File: config.mk
export PLATFORM = sky130hd
export DESIGN_NAME = pinwheel_serial
export DESIGN_NICKNAME = d
export VERILOG_FILES = /design/src/rtl/pinwheel_serial_pkg.sv /design/src/rtl/pinwheel_fifo.sv /design/src/rtl/pinwheel_serial.sv
export SDC_FILE = /design/constraint.sdc
export NUM_CORES = 1
export LEC_CHECK = 0
export ABC_AREA = 1
export ABC_CLOCK_PERIOD_IN_PS = 3600
export BUFFER_PORTS_ARGS = -buffer_cell sky130_fd_sc_hd__buf_2
export CAP_MARGIN = 20
export CORE_MARGIN = 3
export CORE_UTILIZATION = 40
export DETAILED_ROUTE_END_ITERATION = 10
export MAX_ROUTING_LAYER = met4
export SKIP_CTS_REPAIR_TIMING = 1
export SLEW_MARGIN = 20
export SYNTH_ARGS = -nofsm -noshare
export SYNTH_HDL_FRONTEND = slang
export SYNTH_SLANG_ARGS = --single-unit
File: constraint.sdc
create_clock -name clock -period 3.6 [get_ports clock]
set_input_delay 0 -clock clock [delete_from_list [all_inputs] [get_ports clock]]
set_output_delay 0 -clock clock [all_outputs]
set_load 0.02 [all_outputs]
File: src/rtl/pinwheel_serial_pkg.sv
// Shared constants for the pinwheel_serial block: register offsets, STATUS/CTRL bit positions
// and the value returned by a DATA read of an empty RX FIFO.
package pinwheel_serial_pkg;
    localparam logic [1:0]  REG_DATA   = 2'd0;
    localparam logic [1:0]  REG_STATUS = 2'd1;
    localparam logic [1:0]  REG_CTRL   = 2'd2;

    localparam int ST_TX_FULL  = 16;
    localparam int ST_RX_EMPTY = 17;
    localparam int ST_TX_OVF   = 18;
    localparam int ST_RX_RDERR = 19;

    localparam int CTRL_RX_IRQ_EN = 0;
    localparam int CTRL_TX_IRQ_EN = 1;
    localparam int CTRL_CLEAR     = 8;

    localparam logic [31:0] EMPTY_READ = 32'h8000_0000;
endpackage

File: src/rtl/pinwheel_fifo.sv
// Synchronous FIFO with registered count; a push into a full FIFO succeeds only when
// a pop happens in the same cycle.
module pinwheel_fifo #(
    parameter int WIDTH = 8,
    parameter int DEPTH = 16
) (
    input  logic                   clock,
    input  logic                   reset_in,
    input  logic                   push,
    input  logic                   pop,
    input  logic [WIDTH-1:0]       din,
    output logic                   full,
    output logic                   empty,
    output logic [$clog2(DEPTH):0] count,
    output logic [WIDTH-1:0]       head
);
    localparam int AW = $clog2(DEPTH);
    localparam logic [AW:0] FULL_COUNT = (AW+1)'(DEPTH);

    logic [WIDTH-1:0] mem [DEPTH];
    logic [AW-1:0]    rd_ptr;
    logic [AW-1:0]    wr_ptr;
    logic             do_push;
    logic             do_pop;

    assign empty   = (count == '0);
    assign full    = (count == FULL_COUNT);
    assign do_pop  = pop && !empty;
    assign do_push = push && (!full || do_pop);
    assign head    = mem[rd_ptr];

    always_ff @(posedge clock) begin
        if (reset_in) begin
            rd_ptr <= '0;
            wr_ptr <= '0;
            count  <= '0;
        end else begin
            if (do_push) wr_ptr <= wr_ptr + 1'b1;
            if (do_pop)  rd_ptr <= rd_ptr + 1'b1;
            case ({do_push, do_pop})
                2'b10:   count <= count + 1'b1;
                2'b01:   count <= count - 1'b1;
                default: count <= count;
            endcase
        end
    end

    always_ff @(posedge clock) begin
        if (do_push) mem[wr_ptr] <= din;
    end
endmodule

File: src/rtl/pinwheel_serial.sv
// Multi-channel memory-mapped serial block: per-channel TX/RX byte FIFOs behind a 1-cycle bus.
// Optional interrupt logic is built when PINWHEEL_SERIAL_IRQ_EN is defined.
module pinwheel_serial
    import pinwheel_serial_pkg::*;
#(
    parameter int          NUM_CHANNELS = 4,
    parameter int          FIFO_DEPTH   = 16,
    parameter logic [3:0]  BUS_TAG      = 4'hC
) (
    input  logic                      clock,
    input  logic                      reset_in,
    input  logic [31:0]               bus_addr,
    input  logic                      bus_rden,
    input  logic                      bus_wren,
    input  logic [31:0]               bus_wdata,
    input  logic [3:0]                bus_wmask,
    output logic                      bus_cs_out,
    output logic [31:0]               bus_rdata,
    output logic [NUM_CHANNELS-1:0]   tx_valid,
    output logic [8*NUM_CHANNELS-1:0] tx_data,
    input  logic [NUM_CHANNELS-1:0]   tx_ready,
    input  logic [NUM_CHANNELS-1:0]   rx_valid,
    input  logic [8*NUM_CHANNELS-1:0] rx_data,
    output logic [NUM_CHANNELS-1:0]   rx_ready,
    output logic                      irq
);
    localparam int CW = $clog2(FIFO_DEPTH) + 1;

    logic        sel;
    logic        ch_ok;
    logic        rd_acc;
    logic        wr_acc;
    logic [2:0]  ch;
    logic [1:0]  rsel;
    logic [31:0] rd_word;

    // Per-channel views padded to 8 entries so the 3-bit channel field indexes them directly.
    logic [7:0] tx_cnt  [8];
    logic [7:0] rx_cnt  [8];
    logic [7:0] rx_head [8];
    logic [7:0] tx_full;
    logic [7:0] rx_empty;
    logic [7:0] tx_ovf;
    logic [7:0] rx_rderr;
    logic [7:0] rx_irq_en;
    logic [7:0] tx_irq_en;
`ifdef PINWHEEL_SERIAL_IRQ_EN
    logic [7:0] irq_term;
`endif

    logic unused_bits;
    assign unused_bits = ^{bus_addr[27:7], bus_addr[1:0], bus_wdata[31:9], bus_wmask[3:2]};

    assign sel    = (bus_addr[31:28] == BUS_TAG);
    assign ch     = bus_addr[6:4];
    assign rsel   = bus_addr[3:2];
    assign ch_ok  = (int'(ch) < NUM_CHANNELS);
    assign rd_acc = bus_rden && sel && ch_ok;
    assign wr_acc = bus_wren && sel && ch_ok;

    for (genvar c = 0; c < 8; c++) begin : g_ch
        if (c < NUM_CHANNELS) begin : g_on
            logic          tx_push, rx_push, rx_pop, ctrl_wr, clr;
            logic          tx_empty, rx_full;
            logic          ovf, rderr;
            logic [CW-1:0] tx_c, rx_c;

            assign ctrl_wr = wr_acc && (ch == 3'(c)) && (rsel == REG_CTRL);
            assign clr     = ctrl_wr && bus_wmask[1] && bus_wdata[CTRL_CLEAR];
            assign tx_push = wr_acc && (ch == 3'(c)) && (rsel == REG_DATA) && bus_wmask[0];
            assign rx_pop  = rd_acc && (ch == 3'(c)) && (rsel == REG_DATA);
            assign rx_push = rx_valid[c] && rx_ready[c];

            pinwheel_fifo #(.WIDTH(8), .DEPTH(FIFO_DEPTH)) u_tx (
                .clock(clock), .reset_in(reset_in), .push(tx_push), .pop(tx_ready[c]),
                .din(bus_wdata[7:0]), .full(tx_full[c]), .empty(tx_empty), .count(tx_c),
                .head(tx_data[8*c +: 8])
            );
            pinwheel_fifo #(.WIDTH(8), .DEPTH(FIFO_DEPTH)) u_rx (
                .clock(clock), .reset_in(reset_in), .push(rx_push), .pop(rx_pop),
                .din(rx_data[8*c +: 8]), .full(rx_full), .empty(rx_empty[c]), .count(rx_c),
                .head(rx_head[c])
            );

            assign tx_valid[c] = !tx_empty;
            assign rx_ready[c] = !rx_full && !reset_in;
            assign tx_cnt[c]   = 8'(tx_c);
            assign rx_cnt[c]   = 8'(rx_c);
            assign tx_ovf[c]   = ovf;
            assign rx_rderr[c] = rderr;

            // A new error event in the same cycle as a clear leaves the flag set.
            always_ff @(posedge clock) begin
                if (reset_in) begin
                    ovf   <= 1'b0;
                    rderr <= 1'b0;
                end else begin
                    if (clr) begin
                        ovf   <= 1'b0;
                        rderr <= 1'b0;
                    end
                    if (tx_push && tx_full[c] && !tx_ready[c]) ovf <= 1'b1;
                    if (rx_pop && rx_empty[c])                 rderr <= 1'b1;
                end
            end

`ifdef PINWHEEL_SERIAL_IRQ_EN
            logic rx_en, tx_en;
            always_ff @(posedge clock) begin
                if (reset_in) begin
                    rx_en <= 1'b0;
                    tx_en <= 1'b0;
                end else if (ctrl_wr && bus_wmask[0]) begin
                    rx_en <= bus_wdata[CTRL_RX_IRQ_EN];
                    tx_en <= bus_wdata[CTRL_TX_IRQ_EN];
                end
            end
            assign rx_irq_en[c] = rx_en;
            assign tx_irq_en[c] = tx_en;
            assign irq_term[c]  = (rx_en && !rx_empty[c]) || (tx_en && tx_empty);
`else
            assign rx_irq_en[c] = 1'b0;
            assign tx_irq_en[c] = 1'b0;
`endif
        end else begin : g_off
            assign tx_cnt[c]    = '0;
            assign rx_cnt[c]    = '0;
            assign rx_head[c]   = '0;
            assign tx_full[c]   = 1'b0;
            assign rx_empty[c]  = 1'b0;
            assign tx_ovf[c]    = 1'b0;
            assign rx_rderr[c]  = 1'b0;
            assign rx_irq_en[c] = 1'b0;
            assign tx_irq_en[c] = 1'b0;
`ifdef PINWHEEL_SERIAL_IRQ_EN
            assign irq_term[c]  = 1'b0;
`endif
        end
    end

    always_comb begin
        rd_word = '0;
        if (ch_ok) begin
            case (rsel)
                REG_DATA:   rd_word = rx_empty[ch] ? EMPTY_READ : {24'h0, rx_head[ch]};
                REG_STATUS: begin
                    rd_word[7:0]        = tx_cnt[ch];
                    rd_word[15:8]       = rx_cnt[ch];
                    rd_word[ST_TX_FULL]  = tx_full[ch];
                    rd_word[ST_RX_EMPTY] = rx_empty[ch];
                    rd_word[ST_TX_OVF]   = tx_ovf[ch];
                    rd_word[ST_RX_RDERR] = rx_rderr[ch];
                end
                REG_CTRL: begin
                    rd_word[CTRL_RX_IRQ_EN] = rx_irq_en[ch];
                    rd_word[CTRL_TX_IRQ_EN] = tx_irq_en[ch];
                end
                default:    rd_word = '0;
            endcase
        end
    end

    // Read data is registered; out-of-range channels still acknowledge with zero data.
    always_ff @(posedge clock) begin
        if (reset_in) begin
            bus_cs_out <= 1'b0;
            bus_rdata  <= '0;
        end else begin
            bus_cs_out <= bus_rden && sel;
            if (bus_rden && sel) bus_rdata <= rd_word;
        end
    end

`ifdef PINWHEEL_SERIAL_IRQ_EN
    always_ff @(posedge clock) begin
        if (reset_in) irq <= 1'b0;
        else          irq <= |irq_term;
    end
`else
    assign irq = 1'b0;
`endif
endmodule

==> impl_metrics.yaml <==
yosys:
  synth_edf_count: 1024
  synth_warnings: 0
  syn_area_um2: 50000
  yosysUniqueCellTypes: 50
  synth-seq-area-share_pct: 68.1
  syn_area_per_cell_um2: 11.4
  async_flop_share_pct: 0
  postSynthCellCount: 4385
  synth_seq_cells: 1187
  synth-main-ff-cell: "edfxtp_1"
  synth.area.top_cells: "edfxtp_1, dfxtp_1, nand2_1"
  synth.most_common_cell: "edfxtp_1"
  yosys.area.top_type: "edfxtp_1"
  synth_top_area_share_pct: 61.5
  synth_common_cells: "edfxtp_1, nand2_1, o21ai_0, inv_1, nor2_1"
sta:
  worst_slew_pin_slew_ns: 1.08
  fmax_ghz: 0.303
  setup_viol: 0
  rsz0062_at_grt: "false"
  finalSetupTns_ns: 0
  maxSlewViolCount: 0
  finClkSkew_ns: 0.0189
  period_share_pct: 91.8
  hold_violations: 0
  post-route-min-period_ns: 3.31
  max-slew-margin-rel_pct: 28.1
die:
  die_h_um: 359
  die-area_um2: 129000
  rows: 129
  coreArea_um2: 124000
  die_w_um: 359
  start_util_pct: 40.4
  io_pins: 186
pwr:
  p_leak_nw: 20.7
  ir_drop_mv: 0.491
  power.density_nw_per_um2: 591
worst_setup_path:
  path_max_fanout: 8
  required_ns: 4.19
  r2r_slack_ns: 0.57
  criticalPathCategory: "primary input to register"
  end_kind: "register"
  worst_setup_path_start_kind: "primary input"
  cp.arrival_ns: 3.90
clock_network:
  h-tree-depth: 3
  cts_made_buffers: 120
  cts_max_path_buffers: 3
  cts_tree: "yes"
  clock-sinks: 1187
  clk_latency_ns: 0.70
  cts_root_buf: "clkbuf_16"
  clk_pin_slew_ns: 0.07
route:
  via_per_inst: 5.13
  drt_wl_total_um: 119000
  first_pass_iters: 5
  drt_iter0_drc: 3240
  drc: 0
  num_vias: 32300
  routedWlPerCell_um: 18.8
  drtAntennaViolNets: 0
global_route:
  grt_max_degree: 97
  grt_pass1_vias: 30300
  grt_pass1_wl_um: 181000
  grt_overflow: 0
  grt_antenna_before_repair: 6
  track_usage_pct: 18.4
placement:
  port_buffers: 122
  routabilityCongestion: 0.846
  placed_cell_area_um2: 52100
  hpwlAfterDp_um: 74600
worst_hold_path:
  hold_path.class: "primary input to register"
cells_and_area:
  drive_above_1_share_pct: 8.97
  num-nets-final: 4741
  design_area_um2: 56900
  syn_to_final_growth_pct: 13.8
flow_run:
  maxCapViolCount: 0
run_status:
  status: "finished clean"
power breakdown:
part / leakage (nW) / total, mW / internal, mW / switching (mW)
clock: 1.97 / 12.8 / 7.47 / 5.30
sequential: 10.5 / 15.6 / 15.2 / 0.457
combinational: 8.23 / 5.19 / 1.81 / 3.37
final timing paths:
check                                               start                                       end  cells past startpoint
hold reg to reg   g_ch[1].g_on.u_tx.count[0]$_SDFFE_PP0P_   g_ch[1].g_on.u_tx.count[0]$_SDFFE_PP0P_                      1
setup reg to reg  g_ch[0].g_on.u_rx.count[2]$_SDFFE_PP0P_   g_ch[0].g_on.u_rx.count[4]$_SDFFE_PP0P_                     15
hold / removal                                   bus_wren  g_ch[3].g_on.u_tx.wr_ptr[1]$_SDFFE_PP0P_                      7
setup / recovery                              bus_addr[3]   g_ch[2].g_on.u_tx.count[4]$_SDFFE_PP0P_                     17
logic make-up (layout without fill, tap and decap cells):
kind of cell             after synthesis  after routing  share of synthesized area, %
AO/OA/AOI/OAI                        909            909                          10.0
XOR/XNOR                              25             25                         0.438
multiplexers                         128            128                          2.56
other                                  1             20                       0.00750
adder cells (fa/ha/maj)               73             73                          1.89
buffers and inverters                659            920                          5.49
flip-flops                          1187           1187                          68.1
AND/OR/NAND/NOR                     1403           1403                          11.5
critical path, stage by stage:
cell and delay (ns):
dlygate4sd3_1 0.60, buf_2 0.16, nor2_1 0.09, dlygate4sd3_1 0.57
inv_1 0.13, nor2_2 0.36, nand2_1 0.16, nor2_4 0.21
inv_2 0.09, ha_1 0.30, fa_1 0.45, a21o_1 0.20
a21oi_1 0.15, o21ai_0 0.10, a21o_1 0.16, o21ai_0 0.13
a21oi_1 0.05
metrics by stage:
step                      utilization [%]  hold slack (ns)  std cells  setup slack [ns]  total power [mW]
final                                45.9           0.0216       6302             0.295              33.6
after global routing                 45.9           0.0190       6302            0.0492              35.0
after CTS                            45.4           -0.368       6233             0.650              33.8
after detailed placement             42.1            0.396       6007             0.155              21.1
after global placement               42.1            0.396       6007             0.219              21.0
after floorplan                         -           0.0989       4399             0.973              19.4
state kept, by name, summed over array words and instances (netlist names), named ones only:
| register | cells |
|---|---|
| bus_cs_out | 1 |
| bus_rdata | 18 |
| g_ch.g_on.ovf | 4 |
| g_ch.g_on.rderr | 4 |
| g_ch.g_on.u_rx.count | 20 |
| g_ch.g_on.u_rx.mem | 512 |
| g_ch.g_on.u_rx.rd_ptr | 16 |
| g_ch.g_on.u_rx.wr_ptr | 16 |
| g_ch.g_on.u_tx.count | 20 |
| g_ch.g_on.u_tx.mem | 512 |
| g_ch.g_on.u_tx.rd_ptr | 16 |
| g_ch.g_on.u_tx.wr_ptr | 16 |
cell type report:
cell class | count | area [µm²]
Fill cell | 11100 | 66900
Sequential cell | 1187 | 34000
Multi-Input combinational cell | 2553 | 13300
Clock buffer | 147 | 3200
Tap cell | 1637 | 2050
Timing Repair Buffer | 251 | 1760
Inverter | 443 | 1670
Clock inverter | 79 | 861
Antenna cell | 5 | 12.5
routing by layer:
layer	vias up	wire length, µm	global-route usage [%]
met5	-	0	-
met4	0	3260	5.72
met3	172	7580	3.21
met2	909	53900	28.1
met1	15600	54000	25.2
li1	15600	-	-
layout by cell type, fill, tap and decap left out, types with 5 or more instances in the layout:
cell           count
nor2_1           360
mux2i_1          128
o21ai_1           21
nand2_1          761
bufinv_16         16
nand4_1           22
o21ai_0          423
inv_1            419
nor2_2             9
dlygate4sd3_1     64
xnor2_1           11
diode_2            5
nor3_1             6
clkbuf_16        124
conb_1            15
clkinv_2          21
a21oi_1          256
nor2_4             5
edfxtp_1        1024
clkbuf_1          22
inv_2             15
clkinv_1          31
dfxtp_1          155
ha_1              69
o211ai_1         130
buf_4             63
xor2_1            14
clkinvlp_4         7
nand3_1          223
a211oi_1           7
buf_2            122
o22ai_1           54
Power figures use the tool's default switching activity.
